$ cat config.mk
export PLATFORM = sky130hd
export DESIGN_NAME = mac_job_arbiter
export DESIGN_NICKNAME = d
export VERILOG_FILES = /design/src/rtl/mac_job_arbiter.sv
export SDC_FILE = /design/constraint.sdc
export NUM_CORES = 1
export LEC_CHECK = 0
export ABC_AREA = 1
export ABC_CLOCK_PERIOD_IN_PS = 3900
export CAP_MARGIN = 20
export CORE_UTILIZATION = 31
export DETAILED_ROUTE_END_ITERATION = 10
export PLACE_DENSITY = 0.64
export SLEW_MARGIN = 20
export SYNTH_ARGS = -nofsm -noshare
export SYNTH_HDL_FRONTEND = slang
export SYNTH_SLANG_ARGS = --single-unit
$ cat constraint.sdc
create_clock -name clk -period 3.9 [get_ports clk]
set_input_delay 0.78 -clock clk [delete_from_list [all_inputs] [get_ports clk]]
set_output_delay 0.78 -clock clk [all_outputs]
set_load 0.05 [all_outputs]
$ cat src/rtl/mac_job_arbiter.sv
// mac_job_arbiter: round-robin sharing of one MAC among NREQ requesters, with a watchdog abort
module mac_job_arbiter #(
    parameter int NREQ    = 4,
    parameter int LEN_W   = 8,
    parameter int RES_W   = 16,
    parameter int TIMEOUT = 1024,
    parameter int TO_W    = 11
) (
    input  logic                  clk,
    input  logic                  rst,
    input  logic [NREQ-1:0]       req,
    input  logic [NREQ*LEN_W-1:0] req_len,
    output logic [NREQ-1:0]       gnt,
    output logic [NREQ-1:0]       ack,
    output logic [RES_W-1:0]      result,
    output logic                  err,
    output logic                  busy,
    output logic                  mac_go,
    output logic [LEN_W-1:0]      mac_len,
    output logic                  mac_abort,
    input  logic                  mac_done,
    input  logic [RES_W-1:0]      mac_result
);
    localparam int IW = $clog2(NREQ);
    localparam logic [TO_W-1:0] WD_PRE = TO_W'(TIMEOUT - 2);
    typedef enum logic [1:0] {IDLE, GO, WAIT, RESP} state_t;
    state_t state;
    logic [IW-1:0] rr_ptr, win, pick, j;
    logic [TO_W-1:0] wd;
    logic [LEN_W-1:0] pick_len;
    always_comb begin
        pick = rr_ptr;
        j = '0;
        for (int k = NREQ - 1; k >= 0; k--) begin
            j = IW'((int'(rr_ptr) + k) % NREQ);
            pick = req[j] ? j : pick;
        end
    end
    assign pick_len = req_len[int'(pick)*LEN_W +: LEN_W];
    assign busy = state != IDLE;
    always_ff @(posedge clk or posedge rst) begin
        if (rst) begin
            state     <= IDLE;
            rr_ptr    <= '0;
            win       <= '0;
            wd        <= '0;
            gnt       <= '0;
            ack       <= '0;
            result    <= '0;
            err       <= 1'b0;
            mac_go    <= 1'b0;
            mac_len   <= '0;
            mac_abort <= 1'b0;
        end else begin
            mac_go    <= 1'b0;
            mac_abort <= 1'b0;
            ack       <= '0;
            case (state)
                IDLE: if (|req) begin
                    state   <= GO;
                    win     <= pick;
                    gnt     <= NREQ'(1) << pick;
                    mac_len <= pick_len;
                    mac_go  <= |pick_len;
                    result  <= '0;
                    err     <= 1'b0;
                end
                GO: begin
                    state <= (mac_len == '0) ? RESP : WAIT;
                    ack   <= (mac_len == '0) ? gnt : '0;
                    wd    <= '0;
                end
                WAIT: begin
                    wd <= wd + 1'b1;
                    if (mac_abort) begin
                        state  <= RESP;
                        ack    <= gnt;
                        err    <= 1'b1;
                        result <= '0;
                    end else if (mac_done) begin
                        state  <= RESP;
                        ack    <= gnt;
                        result <= mac_result;
                    end else if (wd == WD_PRE) begin
                        mac_abort <= 1'b1;
                    end
                end
                RESP: begin
                    state  <= IDLE;
                    gnt    <= '0;
                    rr_ptr <= (win == IW'(NREQ - 1)) ? '0 : win + 1'b1;
                end
                default: state <= IDLE;
            endcase
        end
    end
endmodule

==> results of run 1 <==
## sequential cells by signal, indices dropped and copies added (netlist names)
signal and flops:
result 16, wd 11, mac_len 8, ack 4, gnt 4, rr_ptr 2
state 2, win 2, err 1, mac_abort 1, mac_go 1
## layer usage
metal / vias up / track usage / part of all wire
met3: 5 / 0.0258 / 0.034
met2: 43 / 0.264 / 0.49
met1: 1222 / 0.206 / 0.47
met5: - / 0 / 0
li1: 1360 / - / -
met4: 0 / 0.0350 / 0.0058
## through the flow
stage	total power [mW]	instance area [sq um]	instances	util	setup WS, ns
3_5_place_dp	3.21	3830	556	0.435	0.836
4_1_cts	3.59	3940	564	0.447	1.03
2_1_floorplan	2.61	2850	367	-	1.77
5_1_grt	3.85	3940	564	0.447	0.925
6_report	3.56	3940	564	0.447	1.05
3_3_place_gp	3.18	3830	556	0.435	0.855
## where the power goes
part,internal [mW],switching (mW)
clock,0.191,0.175
sequential,0.724,0.150
combinational,0.730,1.58
## cells in the mapped netlist
cell	instances
o32ai_1	4
nor3_1	6
nor3b_1	2
dfrtp_1	52
a31oi_1	8
or4_1	1
buf_2	1
nand2_2	5
inv_6	1
o21ai_0	29
nand4_1	1
clkbuf_1	5
xor2_1	2
nand2_4	2
nor2_1	33
inv_2	4
nand3_1	40
o31ai_1	2
ha_1	7
o22ai_1	2
nor4_1	2
inv_1	44
a21oi_1	4
buf_6	4
nand2_8	2
nand3b_1	1
xnor2_1	1
nand3_4	1
o21ai_2	1
nand2_1	100
## path summary, 6_finish.rpt
kind / from / endpoint / slack [ns] / depth (start not counted)
worst min-delay path: wd[8] / wd[9] / 0.48 / 1
worst max-delay path: state[1] / busy / 1.05 / 4
worst max register to register: state[0] / gnt[1] / 1.39 / 7
worst min register to register: wd[8] / wd[9] / 0.48 / 1
min in group asynchronous: rst / result[5] / 0.96 / 2
max in group asynchronous: rst / wd[5] / 2.42 / 2
## final cells by class
type                       instances  area share
clock buffer                       6      0.0184
clock inverter                     2     0.00889
inverter                          49      0.0483
multi-input combinational        256       0.329
sequential                        52       0.330
tap                              108      0.0343
timing repair buffer              91       0.231
## cell families (layout without fill, tap and decap cells)
logic type / Yosys count / after routing / synth area share
AO/OA/AOI/OAI: 50 / 50 / 0.101
XOR/XNOR: 3 / 3 / 0.00922
adder cells (fa/ha/maj): 7 / 7 / 0.0307
buffers and inverters: 59 / 148 / 0.0905
flip-flops: 52 / 52 / 0.457
AND/OR/NAND/NOR: 196 / 196 / 0.312
==> results.md, run 1 <==
Run status:
- The run finished, with violations left.
- The checks that failed: DRC.

Yosys:
- Synthesis produced 367 cells.
- The synthesized netlist net count is 429.
- In the post-synthesis netlist, the biggest area contributors are dfrtp_1 46%, nand2_1 13%, nand3_1 7.0%, inv_1 5.8%, o21ai_0 5.1%.
- The share of the synthesized area in the top cell type is 0.457.
- The share of synthesized area occupied by flip-flops and latches is 0.457.
- Each instance of the synthesized netlist takes up on average 7.76 sq um.
- In this run, synthesis produced a sequential element count of 52.
- The number of warnings issued by yosys is 0.
- The post-synthesis cell area is 2850 sq um.
- The count of cell types in the netlist is 30.
- The cell taking the most area after synthesis is dfrtp_1.

Setup path:
- The data arrival time of the worst path is 2.07 ns.
- The kind of critical path is flip-flop to primary output.
- Together, buffers and inverters on the worst path number 3.
- The largest fanout on the critical path is 5.
- The startpoint type of the worst setup path is a flip-flop.
- The endpoint kind of the worst setup timing path is a primary output.
- Traced cell by cell, the critical path runs through inv_1 > ha_1 > inv_1 > clkdlybuf4s50_1.
- Broken down by cell family, the worst path's largest delay share belongs to buffers and inverters.
- For this design, the slowest cell found on the critical path is clkdlybuf4s50_1.
- On the worst path, the slowest cell contributes a delay of 0.85 ns.
- By instance count, the cell type seen most on the critical path is inv_1.
- The required arrival time at the worst endpoint is 3.12 ns.

Place:
- At the end of routability-driven placement, the weighted congestion stood at 0.848.
- In this run the tool buffered the top-level ports with 90 buffer cells.
- Detailed placement ended at an HPWL of 5440 um.

Clock tree:
- After clock tree synthesis, the repair step resized 0 gates.
- Buffers inserted during clock tree synthesis total 5.
- The clock tree from TritonCTS is done.
- The maximum level of the CTS H-tree is 2.
- The total setup buffers inserted after CTS is 0.
- For this design, the CTS-stage hold fixing added 0 buffers.
- The master cell of the clock root buffer is clkbuf_8.
- Clock tree synthesis found a total of 52 sinks.
- After clock tree synthesis, the clock-pin slew on the worst setup and hold paths is 0.09 ns.
- The maximum buffer depth of the clock tree is 2.
- The later-pin clock latency in the skew report is a little over 0.3 ns.

Timing:
- Setup violations remaining at the end of the flow were counted as 0.
- Clock skew on the completed layout was measured at 0.0109 ns.
- The highest achievable clock rate is 351 MHz.
- The worst path needs 2.85 ns of the cycle, external delays included.
- The final hold violation count is 0.
- Setup repair after global routing left no endpoint under its margin.
- The total count of max-transition violations in the final report was 0.
- At the pin with the least slew margin, the transition time is 0.895 ns.
- The tightest hold path in the finished design has a slack of 0.484 ns.
- The final-layout setup total negative slack is 0 ns.
- The worst slew slack as a fraction of its limit is 0.401.
- In the finished design, the share of the clock period the worst path needs comes to 0.730.

Layout:
- The top cell types in the final layout, fill and taps aside, are 100 x nand2_1, 90 x clkdlybuf4s50_1, 52 x dfrtp_1.
- Summing all multi-input logic gate instances after layout gives 1300 sq um.
- The register area is 1300 sq um.
- Fill cells in the final layout number 896.
- In the final layout, the share of cells above drive strength 1 is 0.0592.
- Compared with the post-synthesis result, the final layout area differs by 38.3%.
- The library cell used most frequently in the layout, excluding fill and tap cells, is nand2_1.
- After the last flow step, the layout net total stands at a little over 500.
- The number of antenna cells inserted is 0.

Global routing:
- The initial antenna violation count came to 0.
- Entering global routing, the biggest net connects 53 pins.
- The total track usage is 0.155.
- The via count of the first global-routing pass is 2,633.
- The first global-routing pass estimated 12,300 um of wire.
- The global route total overflow is 0.

Run:
- Across the run, the number of max-cap violations was 0.

Die:
- From left edge to right edge, the die measures slightly below 100 um.
- The die covers 9580 sq um.
- During I/O placement, the number of pins put on the boundary was 91.
- Measured along the y axis, the die boundary spans 97.9 um.
- The effective utilization at floorplan is 0.324.
- After floorplanning, the core was sized to cover 8810 sq um.
- The count of standard-cell rows is 34.

Drt:
- The first routing iteration left 104 violations.
- The count of nets left with antenna violations once routing finished came out at 0.
- The mean routed wirelength per cell is 12.6 um.
- The wire length after detailed routing is 7100 um.
- The average via count per standard cell is 4.66.
- The routed layout has ~2,600 vias.
- After detailed routing, the number of remaining DRC violations is 4.
- Before antenna repair, the detailed router went through 7 iterations.

Pwr:
- For this design the ratio of total power to cell area is 903 nW/um^2.
- The worst vdd rail ir drop is 0.283 mV.
- For this design the static power due to leakage is 1.80 nW.

Worst hold path:
- The worst min-delay path category is flip-flop to flip-flop.
Note: power is estimated with default switching activity, not from simulation.
==> inputs of run 2 (changes only) <==
--- a/config.mk
+++ b/config.mk
@@ -6,11 +6,11 @@
 export NUM_CORES = 1
 export LEC_CHECK = 0
 export ABC_AREA = 1
-export ABC_CLOCK_PERIOD_IN_PS = 3900
+export ABC_CLOCK_PERIOD_IN_PS = 2600
 export CAP_MARGIN = 20
 export CORE_UTILIZATION = 31
 export DETAILED_ROUTE_END_ITERATION = 10
-export PLACE_DENSITY = 0.64
+export PLACE_DENSITY = 0.67
 export SLEW_MARGIN = 20
 export SYNTH_ARGS = -nofsm -noshare
 export SYNTH_HDL_FRONTEND = slang
==> constraint.sdc (replaced) <==
create_clock -name clk -period 2.6 [get_ports clk]
set_input_delay 0.52 -clock clk [delete_from_list [all_inputs] [get_ports clk]]
set_output_delay 0.52 -clock clk [all_outputs]
set_load 0.05 [all_outputs]
==> run 2 against run 1 <==
The flow still finishes with violations (DRC). Register-to-register slack lost 0.98 ns. Worst hold slack improved by 0.012 ns. Cell area rose by 2.4%. Sequential power up 48%. Routed wire length fell by 2.4%. Critical path depth up 16. Die area unchanged.
==> results.md, run 2 (same netlist as run 1, synthesis figures left out) <==
Global routing:
- Summed over all layers, the global routing overflow is 0.
- The maximum number of pins on one net before global-route repair is 53.
- In the global route stage, overall resource usage came out at 0.149.
- The initial antenna violation count is 0.
- The global-route wire length before repair is between 10,000 and 15,000 um.
- The via count of the first global-routing pass is 2,660.

Place:
- The number of port buffers is 90.
- The final weighted congestion in routability-driven placement is roughly 0.81.
- After detailed placement, the total cell area comes to about 3900 sq um.
- Counting tap cells, the placed design contains a total of 566 instances.
- Detailed placement ended at an HPWL of 5410 um.

Setup path:
- The most frequent cell on the critical path is nand2_1.
- The kind of cell with the highest combined delay on the critical path is simple AND/OR/NAND/NOR gates.
- The reg-to-reg critical path startpoint is rr_ptr[0].
- The delay of the slowest cell on the worst path is 0.52 ns.
- By startpoint and endpoint, the worst setup path is classified as input pin to flip-flop.
- For the worst setup path, the data required time is 2.79 ns.
- Walking the worst path, the cells encountered are clkdlybuf4s50_1 > inv_1 > nand2_1 > nand3_1 > nand2_1 > inv_2 > nand2_2 > nand2_4 > nand2_4 > nand2_8 > nand2_8 > inv_1 > nand2_1 > nand2_1 > nand2_1 > nand2_1 > nor2_1 > nand2_1 > nor2_1 > nor2_1.
- The largest individual stage delay along the critical path comes from the cell clkdlybuf4s50_1.
- The worst setup path is launched from an input pin.
- The sum of buffers and inverters on the critical path is 4.
- The endpoint kind of the worst setup timing path is a flip-flop.
- Along the worst path, the maximum fanout reaches 19.
- The critical path starts at req[3].
- Data on the critical path arrives at its endpoint at 2.48 ns.

Run status:
- The run finished, with violations left.
- The final reports fail on DRC.

Timing:
- The final-report setup violation count is 0.
- The final hold violation count is 0.
- Headroom to the max-slew limit came out at 0.572.
- The final clock period utilization by the worst path is 0.882.
- The final-layout setup total negative slack is 0 ns.
- Setup repair after global routing left no endpoint under its margin.
- The total count of max-transition violations in the final report is 0.
- The final period demand of the worst path is ~2.3 ns.
- The transition time at the pin with the least slew margin is 0.642 ns.
- Static timing analysis puts the maximum clock frequency at 436 MHz.
- Across the routed clock network, the largest skew measured is 0.00722 ns.

Clock tree:
- For the worst-skew pair, the clock arrives at the later sink with an insertion delay of 0.30 ns.
- The master cell of the clock root buffer is clkbuf_8.
- TritonCTS built the clock tree.
- After clock tree synthesis, the setup repair step added 0 buffers.
- The count of instances resized after the clock tree is built is 0.
- The number of clock buffers added by TritonCTS is 5.
- The clock net sink count is 52.
- After clock tree synthesis, the clock-pin slew on the worst setup and hold paths is 0.09 ns.
- The maximum buffer depth of the clock tree is 2.
- After clock tree synthesis, the flow added hold-fix buffers numbering 0.
- The clock tree synthesis step divided the H-tree into 2 levels.

Drt:
- The initial detailed-routing violation count is a little over 80.
- Using the TritonRoute via totals, the vias-per-cell ratio works out to 4.71.
- The mean routed wirelength per cell is approximately 12 um.
- The first TritonRoute pass finished after 7 iterations.
- The wire length after detailed routing is ~6900 um.
- The number of DRC violations after detailed routing is 7.
- The final route contains approximately 2,700 vias.
- The antenna violation net count after detailed routing is 0.

Layout:
- 0 antenna diodes ended up in the layout.
- The register area is 1300 sq um.
- In the final design database the tool counted around 530 nets.
- The flip-flop count of the largest register after layout is 16.
- After the flow finishes, the layout carries non-filler instances totaling 574.
- The layout has 870 filler cells.
- Counting flops per register, the top entry is result.
- The fraction of final layout cells with drive strength greater than 1 is 0.0794.
- The layout overhead on the synthesized area is 41.5%.
- The cell area after layout is a little over 4000 sq um.
- Leaving out fill and tap cells, the most frequent cell in the layout is nand2_1.
- The largest registers in the layout are result: 16 flops, wd: 11 flops, mac_len: 8 flops.
- The library cells used most frequently in the layout, excluding fill and tap cells, are 100 x nand2_1, 89 x clkdlybuf4s50_1, 52 x dfrtp_1.
- The total area of multi-input combinational cells is 1290 sq um.

Worst hold path:
- In this run the worst hold path is classified as flip-flop to flip-flop.
- The worst min-delay path startpoint is err.

Pwr:
- For this design the ratio of total power to cell area is 1360 nW/um^2.
- Total power for the finished layout comes to 5.49 mW.
- The leakage power is 1.86 nW.
- The worst-case IR drop observed on VDD is 0.483 mV.

Die:
- The floorplan step defined a die boundary enclosing ~9600 sq um.
- The floorplan step set the die height to 97.9 um.
- The initial utilization of the core area, before any placement, comes to 0.324.
- The standard cell core area is 8810 sq um.
- For this design the top-level I/O count stands at 91.
- The die width is about 100 um.
- After floorplanning, the core was divided into 34 placement rows.

Run:
- The total of max-cap violations is 0.
## run 2: changes by cell type in the layout (fill, tap and decap cells not counted), sizes merged
cell / delta
buf: +11
clkdlybuf4s50: -1
clkinv: -1
inv: +1
## run 2: per-layer routing
layer,up-vias,track usage,routed length (um)
met3,5,0.0272,304
li1,1385,-,-
met5,-,0,0
met4,0,0.0338,38
met2,49,0.276,3560
met1,1263,0.177,3030
## run 2: final cells by class
type | instances | area share
sequential | 52 | 0.323
multi-input combinational | 256 | 0.321
timing repair buffer | 101 | 0.249
inverter | 49 | 0.0469
tap | 108 | 0.0335
clock buffer | 6 | 0.0180
clock inverter | 2 | 0.00869
## run 2: final timing paths
kind                             end  slack, ns  cells past startpoint
max in group asynchronous   state[1]       1.47                      3
min                              err       0.50                      2
max                           mac_go       0.31                     20
min reg2reg                      err       0.50                      2
min in group asynchronous  result[8]       0.70                      3
max reg2reg                   mac_go       0.41                     19
## run 2: stage by stage
stage,utilization,setup slack (ns),hold slack [ns]
3_5_place_dp,0.446,0.00890,0.482
5_1_grt,0.458,0.0998,0.532
4_1_cts,0.458,0.323,0.507
6_report,0.458,0.306,0.497
3_3_place_gp,0.446,0.0592,0.478
2_1_floorplan,-,0.710,0.454
## run 2: worst min-delay path, stage by stage (launching register included)
cell and delay [ns]:
dfrtp_1 0.36, nand2_1 0.05, o21ai_0 0.06
## run 2: power breakdown
part / switching [mW] / internal, mW
combinational: 2.41 / 1.26
sequential: 0.202 / 1.09
clock: 0.253 / 0.286
